**src/rtl/exibidor_sequencia.sv**
```systemverilog
// Shows the stored colour sequence on the LEDs, entry 0 up to the captured round.
// Optional macro EXIBE_PAUSA_INICIAL_EN adds a dark pause before the first entry.
module exibidor_sequencia #(
    parameter int unsigned T_ACESO   = 1000,
    parameter int unsigned T_APAGADO = 500
) (
    input  logic       clock,
    input  logic       reset,
    input  logic       iniciar,
    input  logic [3:0] rodada,
    input  logic [3:0] mem_dado,
    output logic [3:0] mem_endereco,
    output logic [3:0] leds,
    output logic       ocupado,
    output logic       pronto,
    output logic [3:0] db_estado
);

    localparam int unsigned TW = 16;
    localparam int unsigned AW = 4;
    localparam logic [TW-1:0] ACESO_ULT   = TW'(T_ACESO - 1);
    localparam logic [TW-1:0] APAGADO_ULT = TW'(T_APAGADO - 1);

    typedef enum logic [3:0] {
        OCIOSO  = 4'h0,
`ifdef EXIBE_PAUSA_INICIAL_EN
        PAUSA   = 4'h1,
`endif
        ACESO   = 4'h2,
        APAGADO = 4'h3,
        FIM     = 4'h4
    } estado_t;

    estado_t        estado_q, estado_d;
    logic [AW-1:0]  endereco_q, endereco_d;
    logic [AW-1:0]  ultimo_q, ultimo_d;
    logic [TW-1:0]  timer_q, timer_d;

    // State and data-path registers
    always_ff @(posedge clock) begin
        if (reset) begin
            estado_q   <= OCIOSO;
            endereco_q <= '0;
            ultimo_q   <= '0;
            timer_q    <= '0;
        end else begin
            estado_q   <= estado_d;
            endereco_q <= endereco_d;
            ultimo_q   <= ultimo_d;
            timer_q    <= timer_d;
        end
    end

    // Next-state, timer/address update and LED drive
    always_comb begin
        estado_d   = estado_q;
        endereco_d = endereco_q;
        ultimo_d   = ultimo_q;
        timer_d    = timer_q;
        leds       = '0;
        unique case (estado_q)
            OCIOSO: begin
                if (iniciar) begin
                    endereco_d = '0;
                    ultimo_d   = rodada;
                    timer_d    = '0;
`ifdef EXIBE_PAUSA_INICIAL_EN
                    estado_d   = PAUSA;
`else
                    estado_d   = ACESO;
`endif
                end
            end
`ifdef EXIBE_PAUSA_INICIAL_EN
            PAUSA: begin
                if (timer_q == APAGADO_ULT) begin
                    timer_d  = '0;
                    estado_d = ACESO;
                end else begin
                    timer_d = timer_q + TW'(1);
                end
            end
`endif
            ACESO: begin
                leds = mem_dado;
                if (timer_q == ACESO_ULT) begin
                    timer_d  = '0;
                    estado_d = APAGADO;
                end else begin
                    timer_d = timer_q + TW'(1);
                end
            end
            APAGADO: begin
                if (timer_q == APAGADO_ULT) begin
                    timer_d = '0;
                    // Address only advances here, so it is stable for a whole lit interval
                    if (endereco_q == ultimo_q) begin
                        estado_d = FIM;
                    end else begin
                        endereco_d = endereco_q + AW'(1);
                        estado_d   = ACESO;
                    end
                end else begin
                    timer_d = timer_q + TW'(1);
                end
            end
            FIM: begin
                estado_d = OCIOSO;
            end
            default: begin
                estado_d = OCIOSO;
            end
        endcase
    end

    assign mem_endereco = endereco_q;
    assign ocupado      = (estado_q != OCIOSO);
    assign pronto       = (estado_q == FIM);
    assign db_estado    = estado_q;

endmodule

```
**config.mk**
```make
export PLATFORM = sky130hd
export DESIGN_NAME = exibidor_sequencia
export DESIGN_NICKNAME = d
export VERILOG_FILES = /design/src/rtl/exibidor_sequencia.sv
export SDC_FILE = /design/constraint.sdc
export NUM_CORES = 1
export LEC_CHECK = 0
export BUFFER_PORTS_ARGS = -buffer_cell sky130_fd_sc_hd__buf_2
export CAP_MARGIN = 40
export CORE_MARGIN = 2
export CORE_UTILIZATION = 30
export DETAILED_ROUTE_END_ITERATION = 7
export PLACE_DENSITY_LB_ADDON = 0.1
export SETUP_SLACK_MARGIN = 0.3
export SLEW_MARGIN = 10
export SYNTH_ARGS = -nofsm -noshare
export SYNTH_HDL_FRONTEND = slang
export SYNTH_SLANG_ARGS = --single-unit
```
**constraint.sdc**
```tcl
create_clock -name clock -period 5.15 [get_ports clock]
set_clock_uncertainty 0.15 [all_clocks]
set_input_delay 1.03 -clock clock [delete_from_list [all_inputs] [get_ports clock]]
set_output_delay 1.03 -clock clock [all_outputs]
set_load 0.01 [all_outputs]
```
# Word level (Yosys, flattened, before mapping)
# Cells that the tools add are included.
[totals]
reg_bits = 28
out_inout_bits = 14
[op_classes]
n_addsub = 2
eq_ne = 10
mux = 14
n_reduce_logical = 8
[op_table]
columns = ["operator", "n"]
rows = [
  ["16-bit 2-to-1 mux", 3],
  ["16-bit case mux with 3 select lines", 1],
  ["4-bit 2-to-1 mux", 7],
  ["16-bit by 1-bit adder with 16-bit output, second input constant", 1],
  ["16-bit by 10-bit equality test with 1-bit output, second input constant", 1],
  ["16-bit by 9-bit equality test with 1-bit output, second input constant", 1],
  ["4-bit case mux with 3 select lines", 1],
  ["4-bit by 2-bit equality test with 1-bit output, second input constant", 2],
  ["2-bit inequality test, second input constant", 4],
  ["4-bit case mux with 2 select lines", 1],
  ["4-bit by 1-bit adder with 4-bit output, second input constant", 1],
  ["4-bit by 3-bit equality test with 1-bit output, second input constant", 1],
  ["4-bit equality test", 1],
  ["4-bit zero test", 1],
  ["2-bit AND reduction", 2],
  ["4-bit AND reduction", 1],
  ["4-bit nonzero test", 1],
  ["3-bit 2-to-1 mux", 1],
  ["3-bit AND reduction", 1],
  ["3-bit nonzero test", 1],
  ["2-bit nonzero test", 1],
]

# Logic depth before layout (Yosys ltp)
[depth]
depth_word = 4
ltp_mapped = 7

# Worst setup path before layout
# No wires, ideal clock.
[synth_timing]
path_kind = "input to register"
from = "input port reset"
to = "register timer_q[15]"
setup_ps = 72
arrival_time_ps = 2134
t_required_ps = 4928
path_slack_ps = 2794
path_stages = 5
n_path_buf = 2
cell_sequence = "clkbuf_1 o32ai_1 clkbuf_1 nand4_1 mux2i_1"
[synth_lines]
columns = ["element", "line", "source"]
rows = [
  ["start: declaration", "8", "input logic reset,"],
  ["end signal: assignment", "50", "timer_q <= timer_d;"],
  ["end: declaration", "37", "logic [TW-1:0] timer_q, timer_d;"],
]

# Worst setup path after layout
[layout_timing]
from = "register estado_q[1], in the netlist db_estado[1]"
to = "output port leds[1]"
[layout_via]
elab_chain_cells = 2
[layout_rtl]
columns = ["element", "line", "source"]
rows = [
  ["start: declaration", "34", "estado_t estado_q, estado_d;"],
  ["start signal: assignment", "47", "estado_q <= estado_d;"],
  ["4-bit by 2-bit equality test with 1-bit output", "61", "unique case (estado_q)"],
  ["4-bit 2-to-1 mux", "61", ""],
  ["end: declaration", "13", "output logic [3:0] leds,"],
]
# No other way between the ends.

==> results.json <==
{
  "outcome": "complete, no violations",
  "start_util": 0.3137,
  "place_ws_ns": 2.354,
  "maxCapViolCount": 0,
  "syn_avg_cell_area_um2": 8.722,
  "fmax_mhz": 377.3,
  "antennaDiodeCount": 0,
  "wl_mm": 3.508,
  "cellPowerDensity_nw_per_um2": 257.1,
  "synth_flop_cell": "dfxtp_1",
  "cts_sinks": 27,
  "yosysTopAreaCell": "dfxtp_1",
  "drive_gt1_frac": 0.1832,
  "antenna_found_initial": 0,
  "place_inst": 254,
  "postLayoutCellArea_um2": 1715,
  "num_vias": 1379,
  "rsz0062_at_grt": "false",
  "cts_tree": "done",
  "synth-edff-count": 0,
  "insertion_delay_ns": 0.27,
  "crit_chain": "nor3b_1 -> and2_1 -> buf_2",
  "gp_congestion": 0.8199,
  "comb_power_share": 0.197,
  "worst_slew_pin_slew_ns": 0.9260,
  "p_int_uw": 309.8,
  "nNetsFinal": 205,
  "syn-cell-area_um2": 1491,
  "hold_viol_final": 0,
  "timing_worst_setup_path_type": "register to primary output",
  "cp.required_ns": 3.97,
  "crit_path_start_kind": "register",
  "syn_nets": 184,
  "min_path_type": "register to register",
  "track_usage": 0.1334,
  "dieHeight_um": 74.51,
  "drc": 0,
  "detail-route-antenna-nets": 0,
  "cts_root_buffer": "clkbuf_8",
  "max_stage_delay_ns": 0.47,
  "die_x_um": 74.51,
  "area_delta_synth_final_pct": 15.02,
  "place_area_um2": 1670,
  "synth_top_area_share": 0.3624,
  "drt_iter0_markers": 73,
  "clkPwrFrac": 0.281,
  "swShare": 0.2975,
  "dp_hpwl_mm": 2.598,
  "switchingPower_uw": 131.2,
  "end_kind": "primary output",
  "port-buffer-count": 23,
  "synth_cell_type_count": 50,
  "numCtsBuffers": 3,
  "vias_per_cell": 5.345,
  "cts_setup_buffers": 0,
  "synthTopCellsByArea": "dfxtp_1 36%, mux2i_1 6.0%, nand3_1 4.4%, xnor2_1 4.1%, nor2_1 3.3%",
  "post-route-period-util": 0.5146,
  "grt-ovfl-total": 0,
  "cp_max_fo": 9,
  "irDropWorstVdd_uv": 135.6,
  "worstPathArrival_ns": 1.47,
  "relSlewSlack": 0.3770,
  "worst-r2r-setup-slack_ns": 2.63,
  "async_reset_ff_frac": 0,
  "power_frac_seq": 0.521,
  "synthCells": 171,
  "tns_ns": 0,
  "rows": 25,
  "fin_ws_ns": 2.500,
  "grt_max_degree": 20,
  "grt_pass1_vias": 1236,
  "ys_seq_area_frac": 0.3624,
  "period_minus_slack_ns": 2.650,
  "crit_buf_inv": 1,
  "critPathSlowestCell": "dfxtp_1",
  "synth-seq-cells": 27,
  "io_pins": 25,
  "path_clk_slew_ns": 0.10,
  "dieArea_um2": 5552,
  "yosysMostFrequentCell": "dfxtp_1",
  "cpLargestDelayFamily": "simple AND/OR/NAND/NOR gates",
  "first_pass_iters": 4,
  "final-setup-viol-count": 0,
  "finalNonFillerCells": 258,
  "grt_pass1_wl_mm": 5.816,
  "coreArea_um2": 4755,
  "slew_violations": 0,
  "cts_resized": 0,
  "cts_max_level": 1,
  "clock_path_buffers": 2,
  "p_leak_uw": 0.0006390,
  "synthTopCellsByCount": "27 x dfxtp_1, 13 x nand3_1, 13 x nor2_1",
  "wl_per_cell_um": 13.60,
  "yosys_warnings": 0,
  "hold_buffers": 0
}
metal layers:
layer / part of all wire / wire, um / GRT usage / vias to the layer above
li1: - / - / - / 680
met1: 0.49 / 1734 / 0.1844 / 662
met2: 0.45 / 1591 / 0.2144 / 35
met3: 0.046 / 160 / 0.02981 / 2
met4: 0.0063 / 22 / 0.02778 / 0
met5: 0 / 0 / 0 / -
through the flow:
stage / hold WS (ns) / total power (uW) / utilization
finish: 0.3595 / 441.1 / 0.3608
global route: 0.3904 / 465.7 / 0.3608
CTS: 0.3633 / 445.9 / 0.3608
detailed placement: 0.3493 / 322.1 / 0.3513
global placement: 0.3230 / 316.5 / 0.3489
floorplan: 0.3048 / 293.6 / -
cell usage in the layout, fill, tap and decap left out, types with 2 or more instances in the layout:
master / netlist / final
buf_2: 1 / 23
and3_1: 4 / 4
nand3b_1: 2 / 2
nand4b_1: 2 / 2
nor3_1: 5 / 5
nor2b_1: 2 / 2
a31oi_1: 7 / 7
nand3_1: 13 / 13
ha_1: 2 / 2
nor3b_1: 2 / 2
nor2_1: 13 / 13
nand2_1: 11 / 11
a21o_1: 2 / 2
nor4_1: 2 / 2
nand4_1: 4 / 4
a22o_1: 4 / 4
xnor2_1: 7 / 7
o21ai_0: 6 / 6
dfxtp_1: 27 / 27
and2_1: 4 / 4
mux2i_1: 9 / 9
clkbuf_8: 0 / 3
a21oi_1: 6 / 6
nand2b_1: 3 / 3
inv_1: 3 / 3
final cells by class:
class                      instances  area, um2
fill                             518       3039
multi-input combinational        133      908.4
sequential                        27      540.5
timing repair buffer              24      126.4
tap                               67      83.83
clock buffer                       4      45.04
inverter                           3      11.26
power groups by stage:
stage                     logic (uW)  clock network (uW)  registers, uW
after floorplan                 60.3                   0            233
after global placement          81.5                   0            235
after detailed placement        86.9                   0            235
after CTS                       87.3                 128            230
after global routing            97.6                 136            232
final                           86.9                 124            230
cell families (layout without fill, tap and decap cells):
kind of cell	Yosys count	count (layout)	share of synthesized area
other cells	1	1	0.002514
flops	27	27	0.3624
compound gates	35	35	0.1611
simple gates	79	79	0.3221
xor+xnor	7	7	0.04111
mux	9	9	0.06041
fa+ha+maj	2	2	0.01678
buf+inv	11	31	0.03354
registers in the layout, summed over array words and instances (netlist names):
signal,cells
mem_endereco,4
timer_q,16
ultimo_q,4
db_estado,3
final timing paths:
kind	end	cells past startpoint	startpoint
max	leds[1]	3	db_estado[1]
min	timer_q[15]	1	timer_q[15]
max reg2reg	timer_q[10]	6	timer_q[0]
min reg2reg	timer_q[15]	1	timer_q[15]
No activity file was read; power rests on OpenSTA's default activity.
